<file path="config.mk">
export PLATFORM = sky130hd
export DESIGN_NAME = cal_flags_n
export DESIGN_NICKNAME = d
export VERILOG_FILES = /design/src/rtl/cal_pkg.sv /design/src/rtl/cond_eval.sv /design/src/rtl/cal_flags_n.sv
export SDC_FILE = /design/constraint.sdc
export NUM_CORES = 1
export LEC_CHECK = 0
export CORE_ASPECT_RATIO = 0.75
export CORE_MARGIN = 1
export CORE_UTILIZATION = 35
export DETAILED_ROUTE_END_ITERATION = 10
export DONT_BUFFER_PORTS = 1
export PLACE_DENSITY = 0.55
export SLEW_MARGIN = 20
export SYNTH_ARGS = -nofsm -noshare
export SYNTH_HDL_FRONTEND = slang
export SYNTH_SLANG_ARGS = --single-unit
</file>
<file path="constraint.sdc">
create_clock -name clk -period 1.98 [get_ports clk]
set_input_delay 0.396 -clock clk [delete_from_list [all_inputs] [get_ports clk]]
set_output_delay 0.396 -clock clk [all_outputs]
set_load 0.01 [all_outputs]
</file>
<file path="src/rtl/cal_pkg.sv">
// Shared constants for the flag calculator and its condition evaluator.
//   - opcode constants for the arithmetic ops
//   - condition-code encodings (EQ..NV)
//   - bit positions of each flag in a {n,z,c,v} vector
package cal_pkg;

  localparam logic [2:0] OP_ADD = 3'b110;
  localparam logic [2:0] OP_SUB = 3'b111;

  localparam logic [3:0] COND_EQ = 4'd0;
  localparam logic [3:0] COND_NE = 4'd1;
  localparam logic [3:0] COND_CS = 4'd2;
  localparam logic [3:0] COND_CC = 4'd3;
  localparam logic [3:0] COND_MI = 4'd4;
  localparam logic [3:0] COND_PL = 4'd5;
  localparam logic [3:0] COND_VS = 4'd6;
  localparam logic [3:0] COND_VC = 4'd7;
  localparam logic [3:0] COND_HI = 4'd8;
  localparam logic [3:0] COND_LS = 4'd9;
  localparam logic [3:0] COND_GE = 4'd10;
  localparam logic [3:0] COND_LT = 4'd11;
  localparam logic [3:0] COND_GT = 4'd12;
  localparam logic [3:0] COND_LE = 4'd13;
  localparam logic [3:0] COND_AL = 4'd14;
  localparam logic [3:0] COND_NV = 4'd15;

  localparam int unsigned FLAG_N = 3;
  localparam int unsigned FLAG_Z = 2;
  localparam int unsigned FLAG_C = 1;
  localparam int unsigned FLAG_V = 0;

endpackage

</file>
<file path="src/rtl/cond_eval.sv">
// Combinational branch-condition decoder.
// Ports:
//   flags     in  4  status flags {n,z,c,v}
//   cond      in  4  condition code
//   cond_true out 1  condition holds for the given flags
module cond_eval
  import cal_pkg::*;
(
  input  logic [3:0] flags,
  input  logic [3:0] cond,
  output logic       cond_true
);

  logic n, z, c, v;

  assign n = flags[FLAG_N];
  assign z = flags[FLAG_Z];
  assign c = flags[FLAG_C];
  assign v = flags[FLAG_V];

  always_comb begin
    cond_true = 1'b0;
    unique case (cond)
      COND_EQ: cond_true = z;
      COND_NE: cond_true = ~z;
      COND_CS: cond_true = c;
      COND_CC: cond_true = ~c;
      COND_MI: cond_true = n;
      COND_PL: cond_true = ~n;
      COND_VS: cond_true = v;
      COND_VC: cond_true = ~v;
      COND_HI: cond_true = c & ~z;
      COND_LS: cond_true = ~c | z;
      COND_GE: cond_true = (n == v);
      COND_LT: cond_true = (n != v);
      COND_GT: cond_true = ~z & (n == v);
      COND_LE: cond_true = z | (n != v);
      COND_AL: cond_true = 1'b1;
      COND_NV: cond_true = 1'b0;
    endcase
  end

endmodule

</file>
<file path="src/rtl/cal_flags_n.sv">
// Registered N/Z/C/V flag calculator with per-flag update mask, one-stage valid
// pipeline, saturating overflow-event counter and a condition evaluator.
// Build option: CAL_FLAGS_STICKY_V_EN makes v sticky (set-only until clr/reset).
// Ports:
//   clk, reset         clock, asynchronous active-high reset
//   in_valid           inputs valid this cycle
//   op                 opcode; op[2:1]==2'b11 arithmetic, op[0] selects sub
//   result             ALU result (W bits)
//   co_add, cm_add     add carry-out / carry into MSB
//   co_sub, cm_sub     sub carry-out / carry into MSB (no-borrow sense)
//   upd_mask           per-flag write enable {N,Z,C,V}
//   clr                synchronous clear of flags and counter
//   cond               condition code to evaluate
//   out_valid          flags were updated by the previous cycle's valid input
//   n, z, c, v         registered flags
//   cond_true          condition evaluated on the registered flags
//   v_cnt              saturating overflow-event count (CNT_W bits)
module cal_flags_n
  import cal_pkg::*;
#(
  parameter int unsigned W     = 4,
  parameter int unsigned CNT_W = 8
) (
  input  logic             clk,
  input  logic             reset,
  input  logic             in_valid,
  input  logic [2:0]       op,
  input  logic [W-1:0]     result,
  input  logic             co_add,
  input  logic             cm_add,
  input  logic             co_sub,
  input  logic             cm_sub,
  input  logic [3:0]       upd_mask,
  input  logic             clr,
  input  logic [3:0]       cond,
  output logic             out_valid,
  output logic             n,
  output logic             z,
  output logic             c,
  output logic             v,
  output logic             cond_true,
  output logic [CNT_W-1:0] v_cnt
);

  logic             arith, sel_co, sel_cm;
  logic [3:0]       flags_nx;
  logic [3:0]       flags_d, flags_q;
  logic [CNT_W-1:0] cnt_d, cnt_q;
  logic             ov_d, ov_q;

  assign arith  = (op[2:1] == OP_ADD[2:1]);
  assign sel_co = op[0] ? co_sub : co_add;
  assign sel_cm = op[0] ? cm_sub : cm_add;

  always_comb begin
    flags_nx         = '0;
    flags_nx[FLAG_N] = result[W-1];
    flags_nx[FLAG_Z] = (result == '0);
    flags_nx[FLAG_C] = arith & sel_co;
    flags_nx[FLAG_V] = arith & (sel_co ^ sel_cm);
  end

  always_comb begin
    flags_d = flags_q;
    cnt_d   = cnt_q;
    ov_d    = in_valid & ~clr;
    if (clr) begin
      flags_d = '0;
      cnt_d   = '0;
    end else if (in_valid) begin
      for (int i = 0; i < 4; i++) begin
        if (upd_mask[i]) flags_d[i] = flags_nx[i];
      end
`ifdef CAL_FLAGS_STICKY_V_EN
      // Sticky v: an update may set it but never clears it.
      flags_d[FLAG_V] = flags_q[FLAG_V] | (upd_mask[FLAG_V] & flags_nx[FLAG_V]);
`endif
      // flags_nx[FLAG_V] is already zero for non-arithmetic ops.
      if (upd_mask[FLAG_V] && flags_nx[FLAG_V] && (cnt_q != '1)) begin
        cnt_d = cnt_q + CNT_W'(1);
      end
    end
  end

  always_ff @(posedge clk or posedge reset) begin
    if (reset) begin
      flags_q <= '0;
      cnt_q   <= '0;
      ov_q    <= 1'b0;
    end else begin
      flags_q <= flags_d;
      cnt_q   <= cnt_d;
      ov_q    <= ov_d;
    end
  end

  assign n         = flags_q[FLAG_N];
  assign z         = flags_q[FLAG_Z];
  assign c         = flags_q[FLAG_C];
  assign v         = flags_q[FLAG_V];
  assign out_valid = ov_q;
  assign v_cnt     = cnt_q;

  cond_eval u_cond_eval (
    .flags     (flags_q),
    .cond      (cond),
    .cond_true (cond_true)
  );

endmodule

</file>
# Yosys cells after proc, flatten, opt, wreduce, memory -nomap -nowiden

Cells that the tools add are included.

Flip-flop bits (word level): 13
Input bits: 23
Output and inout bits: 14
Word-level logic and storage cells: 66

$add $sub $neg: 1
Equal/unequal tests: 19
Mux-type cells: 12
Bitwise operators: 13
Reductions and logical operators: 15

Operators with widths:

| cell                                                            | number |
|---|---|
| 4-bit == test, second input constant                            | 8 |
| 8-bit 2-to-1 mux                                                | 3 |
| 4-bit by 3-bit == test with 1-bit output, second input constant | 4 |
| 1-bit case mux with 16 select lines                             | 1 |
| 2-bit nonzero test                                              | 6 |
| 2-bit AND reduction                                             | 5 |
| 8-bit by 1-bit adder with 8-bit output, second input constant   | 1 |
| 4-bit by 2-bit == test with 1-bit output, second input constant | 2 |
| 4-bit logical NOT                                               | 2 |
| 4-bit 2-to-1 mux                                                | 2 |
| 8-bit != test, second input constant                            | 1 |
| 1-bit 2-to-1 mux                                                | 6 |
| 1-bit AND                                                       | 5 |
| 1-bit inverter                                                  | 5 |
| 4-bit by 1-bit == test with 1-bit output, second input constant | 1 |
| 2-bit == test, second input constant                            | 1 |
| 1-bit logical AND                                               | 2 |
| 1-bit bitwise OR                                                | 2 |
| 1-bit == test                                                   | 1 |
| 1-bit != test                                                   | 1 |
| 1-bit bitwise XOR                                               | 1 |

# Longest topological paths before layout

Gate-level depths: netlist of run 1.

Word-level depth: 8
Depth in mapped cells: 5
Gate-level depth less buffers: 4

# By module

From an unflattened synthesis of run 1, not the netlist that was laid out.

Cells, all modules: 104
Area total of the unflattened synthesis: 923.4 sq um

By module, submodules not included:

| module      | times used | cells an instance | area each (sq um) | sequential area each (sq um) |
|---|---|---|---|---|
| cal_flags_n | 1          | 81                | 768.2             | 325.3 |
| cond_eval   | 1          | 23                | 155.1             | 0.0 |

# Worst setup path before layout of run 1

Ideal clock, no wire load.

Kind: reg2reg
Start point: register cnt_q[0] (netlist: v_cnt[0])
End point: register cnt_q[5] (netlist: v_cnt[5])
Library setup time: 0.125 ns
Data arrival time: 1.663 ns
Required time: 1.855 ns
Setup slack: 0.192 ns
Cell stages (with the launch flop): 5
Path buffers: 0
Clock period less this slack: 1.788 ns
Cell sequence: dfrtp_1 ha_1 a41o_1 nor4b_1 mux2_2

Longest elaborated chain between the ends: 4
Elaborated cells on any way between the ends: 8
Those cells by class: add/sub (1); eq/ne (1); mux (3); reduce/logical (3)

RTL lines:

| what                                                                           | line                                 | text |
|---|---|---|
| from (decl)                                                                    | cal_flags_n.sv:48                    | `logic [CNT_W-1:0] cnt_d, cnt_q;` |
| from (signal assigned)                                                         | cal_flags_n.sv:92                    | `cnt_q <= cnt_d;` |
| 8-bit by 1-bit adder with 8-bit output / 8-bit != test (equally long branches) | cal_flags_n.sv:80, cal_flags_n.sv:79 |  |
| 8-bit 2-to-1 mux / 1-bit logical AND (equally long branches)                   | cal_flags_n.sv:79                    | `if (upd_mask[FLAG_V] && flags_nx[FLAG_V] && (cnt_q != '1)) begin` |
| 8-bit 2-to-1 mux / 2-bit nonzero test (equally long branches)                  | n/a                                  |  |
| 8-bit 2-to-1 mux / 2-bit AND reduction (equally long branches)                 | n/a                                  |  |

Several ways; a longest one is shown, not always the timed one. The select of a mux whose other input is x is not followed.
A chain may end at the register's enable or synchronous reset.

# Worst setup path in the final report of run 1

Start point: register flags_q[2]
End point: output cond_true

Longest elaborated chain between the ends: 3
Elaborated cells on any way between the ends: 6
Those cells by class: mux (1); bitwise (5)

RTL lines:

| what                                    | line                                              | text |
|---|---|---|
| from (decl)                             | cal_flags_n.sv:47                                 | `logic [3:0] flags_d, flags_q;` |
| from (signal assigned)                  | cal_flags_n.sv:91                                 | `flags_q <= flags_d;` |
| 1-bit inverter                          | cond_eval.sv:25, cond_eval.sv:32, cond_eval.sv:36 |  |
| 1-bit AND (on tied branches)            | cond_eval.sv:36, cond_eval.sv:32                  |  |
| 1-bit case mux with 16 select lines (*) | cond_eval.sv:23                                   | `unique case (cond)` |
| to (decl)                               | cal_flags_n.sv:41                                 | `output logic cond_true,` |

Every way passes the cells marked *; elsewhere a longest branch is shown, timed or not.

==> run_results.csv, run 1 <==
group,metric,value,unit
synth,synth_seq_area_share,0.3916,
timing,hold_ws,0.01556,ns
synth,synthesis.nets,112,
clock_tree,cts_tree,"built",
worst_setup_path,critPathKind,"reg -> out",
floorplan,num_rows,14,
status,violations,"negative setup slack",
worst_setup_path,cp_cell_sequence,"mux4_2, nor2b_1, a31oi_1, xnor2_1",
pwr,power_leakage,0.4008,nW
synth,yosys_warnings,0,
timing,fmax,494.0,MHz
worst_setup_path,critPathTopFamily,"multiplexers",
worst_setup_path,crit_arrival,1.63,ns
status,status,"finished, violations left",
floorplan,die_w,58.26,microns
clock_tree,clock_sinks,13,
global_routing,grt_pass1_wl,3049,microns
hold_path,hp-class,"in -> async",
cells_and_area,layout_commonest_cell,"dfrtp_1",
pwr,total_power,0.0004977,W
worst_setup_path,cp_max_fo,2,
cells_and_area,drive_gt1_frac,0.1939,
synth,synth_edf_count,0,
timing,min_period,2.024,ns
synth,synthFlopType,"dfrtp_1",
timing,worst_slack,-0.04427,ns
drt,vias,705,
drt,ant_nets,0,
timing,tightestPinTransition,0.4895,ns
placed_design,hpwl,1518,microns
cells_and_area,final_cell_mix,"dfrtp_1 (13), nand2_1 (9), buf_4 (9)",
pwr,p_sw,0.0001241,W
floorplan,start_util,0.3920,
clock_tree,clk_path_buf_depth,2,
drt,drc_errors,0,
clock_tree,ctsResizeCount,0,
global_routing,gr-total-overflow,0,
timing,max-slew-margin-rel,0.6733,
global_routing,grt_max_degree,17,
drt,dr.first_iter.drc_count,18,
worst_setup_path,worst_setup_path_end_kind,"output port",
clock_tree,cts_buffers,3,
clock_tree,cts.root.buffer_cell,"clkbuf_4",
pwr,swShare,0.2493,
flow_run,cap_violations,0,
global_routing,grt_pass1_vias,615,
cells_and_area,n_antenna_cell,0,
timing,setup_viol,1,
pwr,p_comb_frac,0.119,
clock_tree,worst_skew_pair.late_latency,0.28,ns
synth,async_flop_share,1.000,
cells_and_area,fin_util,0.4445,
timing,maxSlewViolCount,0,
pwr,pwr-share-clk,0.337,
timing,clock-skew-final,0.005045,ns
clock_tree,cts_htree_levels,1,
clock_tree,cts.reportedPaths.clkPinSlew,0.08,ns
synth,netlist_area,830.8,sq um
placed_design,place.gp.congestion,0.7456,
drt,vias_per_cell,5.423,
drt,firstDrtPassIters,4,
worst_setup_path,slowest_delay,0.44,ns
clock_tree,post-cts-setup-buffer-count,0,
floorplan,die-area,0.002575,sq mm
floorplan,core,0.002120,sq mm
drt,wl_per_cell,15.23,microns
global_routing,antenna_found_initial,0,
timing,finalHoldViolCount,0,
synth,syn_avg_cell_area,9.441,sq um
cells_and_area,nets,123,
timing,rsz0062_at_grt,"true",
pwr,power.density,528.3,mW/mm^2
synth,synth.distinct_cells,34,
drt,drt_wl_total,1980,microns
worst_setup_path,worstPathRequired,1.58,ns
pwr,p_seq_frac,0.544,
global_routing,grt_usage,0.1647,
worst_setup_path,cp-start-kind,"flop",
placed_design,io_buffers,0,
cells_and_area,syn2layout_area_growth,13.40,%
floorplan,num_io_pins,37,
worst_setup_path,critPathBufInv,0,
synth,synth_seq_cells,13,
worst_setup_path,slowest_stage,"mux4_2",
synth,syn_inst,88,
pwr,intPower,0.0003736,W
timing,post-route-period-util,1.022,
pwr,peakVddDrop,0.3149,mV
floorplan,die_h,44.20,microns
kinds of logic after synthesis:
kind of cell,after synthesis,synth area share
XOR/XNOR,5,0.05272
buffers and inverters,5,0.03615
multiplexers,7,0.1099
AND/OR/NAND/NOR,40,0.2635
adder cells (fa/ha/maj),1,0.01506
flip-flops,13,0.3916
AO/OA/AOI/OAI,17,0.1310
layer usage:
metal  vias to the layer above  global-route usage  routed length (microns)
li1                        346                   -                        -
met1                       332              0.2222                      984
met2                        25              0.2460                      831
met3                         2             0.07602                      156
met4                         0             0.02857                        8
met5                         -                   0                        0
metrics by stage:
step / area (sq um) / cells / setup TNS [ns] / setup slack (ns)
global route: 942.2 / 130 / -0.1119 / -0.1119
detailed placement: 915.9 / 126 / 0 / 0.1884
floorplan: 830.8 / 88 / 0 / 0.1918
global placement: 915.9 / 126 / 0 / 0.2294
CTS: 942.2 / 130 / -0.05754 / -0.05754
finish: 942.2 / 130 / -0.04427 / -0.04427
sequential cells by signal (all words and copies together), names as in the netlist:
register,count
v_cnt,8
flags_q,4
out_valid,1
layout make-up:
| cell class | instances | area (sq um) |
|---|---|---|
| Fill cell | 220 | 1177 |
| Clock buffer | 4 | 26.28 |
| Tap cell | 32 | 40.04 |
| Inverter | 2 | 7.507 |
| Timing Repair Buffer | 9 | 67.56 |
| Sequential cell | 13 | 325.3 |
| Multi-Input combinational cell | 70 | 475.5 |
power groups by stage:
stage                     Sequential (W)  Clock, W  Combinational [W]
after floorplan                 0.000278         0          0.0000556
after detailed placement        0.000276         0          0.0000603
after global placement          0.000276         0          0.0000591
final                           0.000271  0.000168          0.0000593
after global routing            0.000271  0.000182          0.0000666
after CTS                       0.000271  0.000172          0.0000603
Yosys cell counts (3+ instances only):
cell	instances	area share
nand2_1	9	0.041
nor2_1	6	0.027
xnor2_1	3	0.032
nand3_1	6	0.036
nor2b_1	5	0.038
mux2_2	3	0.041
a21oi_1	7	0.042
dfrtp_1	13	0.39
worst reg2reg max path, delay by kind of cell, from the launching register on:
kind | cells | cell delay, ns
DFF | 1 | 0.38
muxes | 1 | 0.37
AOI/OAI and AO/OA | 1 | 0.35
adders and majority gates | 1 | 0.26
and+or+nand+nor | 1 | 0.34
final timing paths:
check / start / end / slack [ns] / depth (start not counted)
setup / recovery: flags_q[2] / cond_true / -0.04 / 4
hold reg to reg: flags_q[0] / flags_q[0] / 0.65 / 3
max in group asynchronous: reset / v_cnt[2] / 1.63 / 1
setup reg to reg: v_cnt[0] / v_cnt[5] / 0.17 / 4
min in group clk: clr / v_cnt[3] / 0.17 / 1
hold / removal: reset / v_cnt[4] / 0.02 / 1
repair_timing:
item	CTS	global route
hold buffers	0	0
pin swaps	1	0
endpoints found under the setup margin	1	1
Power figures use the tool's default switching activity.
==> run 2: changes to the inputs <==
--- a/config.mk
+++ b/config.mk
@@ -11,6 +11,7 @@
 export DETAILED_ROUTE_END_ITERATION = 10
 export DONT_BUFFER_PORTS = 1
 export PLACE_DENSITY = 0.55
+export RECOVER_POWER = 100
 export SLEW_MARGIN = 20
 export SYNTH_ARGS = -nofsm -noshare
 export SYNTH_HDL_FRONTEND = slang
==> run_results.csv, run 2 (same netlist as run 1, synthesis figures left out) <==
group,metric,value,unit
floorplan,die_h,44.20,microns
global_routing,antenna_found_initial,0,
worst_setup_path,worst_setup_path_end_kind,"output port",
clock_tree,clock_sinks,13,
worst_setup_path,r2r_setup_slack,0.14,ns
drt,wl_met1,1009,microns
floorplan,die-area,0.002575,sq mm
floorplan,core,0.002120,sq mm
floorplan,num_rows,14,
global_routing,grt_pass1_vias,615,
pwr,peakVddDrop,0.3106,mV
timing,max-slew-margin-rel,0.6721,
clock_tree,cts.reportedPaths.clkPinSlew,0.08,ns
cells_and_area,final_area,909.6,sq um
floorplan,die_w,58.26,microns
placed_design,hpwl,1518,microns
cells_and_area,largest_reg_flops,8,
drt,topRoutingLayerUsed,"met4",
drt,vias_per_cell,5.346,
global_routing,grt_usage,0.1647,
worst_setup_path,cp-start-kind,"flop",
clock_tree,clk_path_buf_depth,2,
timing,min_period,2.026,ns
clock_tree,cts.root.buffer_cell,"clkbuf_4",
drt,dr_wl_met2,811,microns
drt,dr.first_iter.drc_count,21,
clock_tree,cts_htree_levels,1,
clock_tree,worst_skew_pair.late_latency,0.28,ns
worst_setup_path,worstRegToRegCells,4,
clock_tree,cts_tree,"built",
drt,dr_wl_met3,154,microns
drt,ant_nets,0,
drt,drc_errors,0,
global_routing,gr-total-overflow,0,
flow_run,cap_violations,0,
status,status,"finished, violations left",
timing,post-route-period-util,1.023,
worst_setup_path,worstPathRequired,1.58,ns
cells_and_area,layout_commonest_cell,"dfrtp_1",
cells_and_area,drive_gt1_frac,0.1020,
cells_and_area,syn2layout_area_growth,9.488,%
clock_tree,cts_buffers,3,
worst_setup_path,critPathKind,"reg -> out",
placed_design,dp.cells,126,
drt,vias,695,
floorplan,num_io_pins,37,
global_routing,grt_max_degree,17,
pwr,power.density,545.0,mW/mm^2
placed_design,dpl-instance-area,915.9,sq um
timing,tightestPinTransition,0.4913,ns
cells_and_area,nets,123,
timing,finalHoldViolCount,0,
pwr,power_leakage,0.3661,nW
timing,rsz0062_at_grt,"true",
timing,setup_viol,1,
drt,firstDrtPassIters,4,
timing,fmax,493.6,MHz
cells_and_area,fin_util,0.4292,
placed_design,io_buffers,0,
timing,clock-skew-final,0.004241,ns
timing,maxSlewViolCount,0,
drt,drt_wl_total,1983,microns
status,violations,"negative setup slack",
placed_design,pre_cts_slack,0.1884,ns
worst_setup_path,cp_max_fo,2,
placed_design,place.gp.congestion,0.7456,
worst_setup_path,crit_arrival,1.63,ns
global_routing,grt_pass1_wl,3049,microns
floorplan,start_util,0.3920,
drt,wl_per_cell,15.25,microns
timing,worst_slack,-0.04588,ns
cells_and_area,n_antenna_cell,0,
cells_and_area,final_cells,130,
cells_and_area,final_cell_mix,"dfrtp_1 (13), nand2_1 (9), clkbuf_1 (8)",
clock_tree,post-cts-setup-buffer-count,0,
hold_path,hp-class,"in -> async",
run 2: changes by cell type in the layout (fill, tap and decap cells not counted):
cell / change
mux2_4: -1
mux2_1: +1
clkbuf_1: +7
and4_1: +1
buf_4: -7
and4_4: -1
run 2: cell type report:
| cell class | count | area (sq um) |
|---|---|---|
| fill | 224 | 1210 |
| multi-input combinational | 70 | 469.2 |
| sequential | 13 | 325.3 |
| timing repair buffer | 9 | 41.29 |
| tap | 32 | 40.04 |
| clock buffer | 4 | 26.28 |
| inverter | 2 | 7.507 |
run 2: layer usage:
metal / track usage / vias to the layer above
met2: 0.2460 / 23
li1: - / 348
met3: 0.07602 / 2
met4: 0.02857 / 0
met1: 0.2222 / 322
met5: 0 / -
run 2: where the power goes:
group	internal [W]	switching, W
registers	0.000269	0.00000215
clock network	0.0000781	0.0000914
logic	0.0000229	0.0000325
run 2: path summary, 6_finish.rpt:
check | startpoint | endpoint
worst max-delay path | flags_q[2] | cond_true
worst min-delay path | reset | v_cnt[4]
worst max register to register | v_cnt[5] | v_cnt[5]
worst min register to register | flags_q[0] | flags_q[0]
max in group asynchronous | reset | v_cnt[2]
min in group clk | clr | v_cnt[4]
run 2: timing repair:
item                                    CTS  global route
resized for setup                         0             0
hold buffers                              0             0
pin swaps                                 1             0
endpoints found under the hold margin     0             0
endpoints found under the setup margin    1             1
run 2: worst max-delay path: stages (launching register included):
cell and delay (ns):
dfrtp_1 0.40, mux4_2 0.44, nor2b_1 0.14, a31oi_1 0.17, xnor2_1 0.20
run 2: per-stage QoR:
stage / setup TNS [ns] / total power [W] / hold slack [ns]
global route: -0.1119 / 0.0005166 / 0.07304
finish: -0.04588 / 0.0004958 / 0.01538
detailed placement: 0 / 0.0003364 / 0.3443
CTS: -0.05754 / 0.0005028 / 0.03808
floorplan: 0 / 0.0003341 / 0.2730
global placement: 0 / 0.0003353 / 0.3454
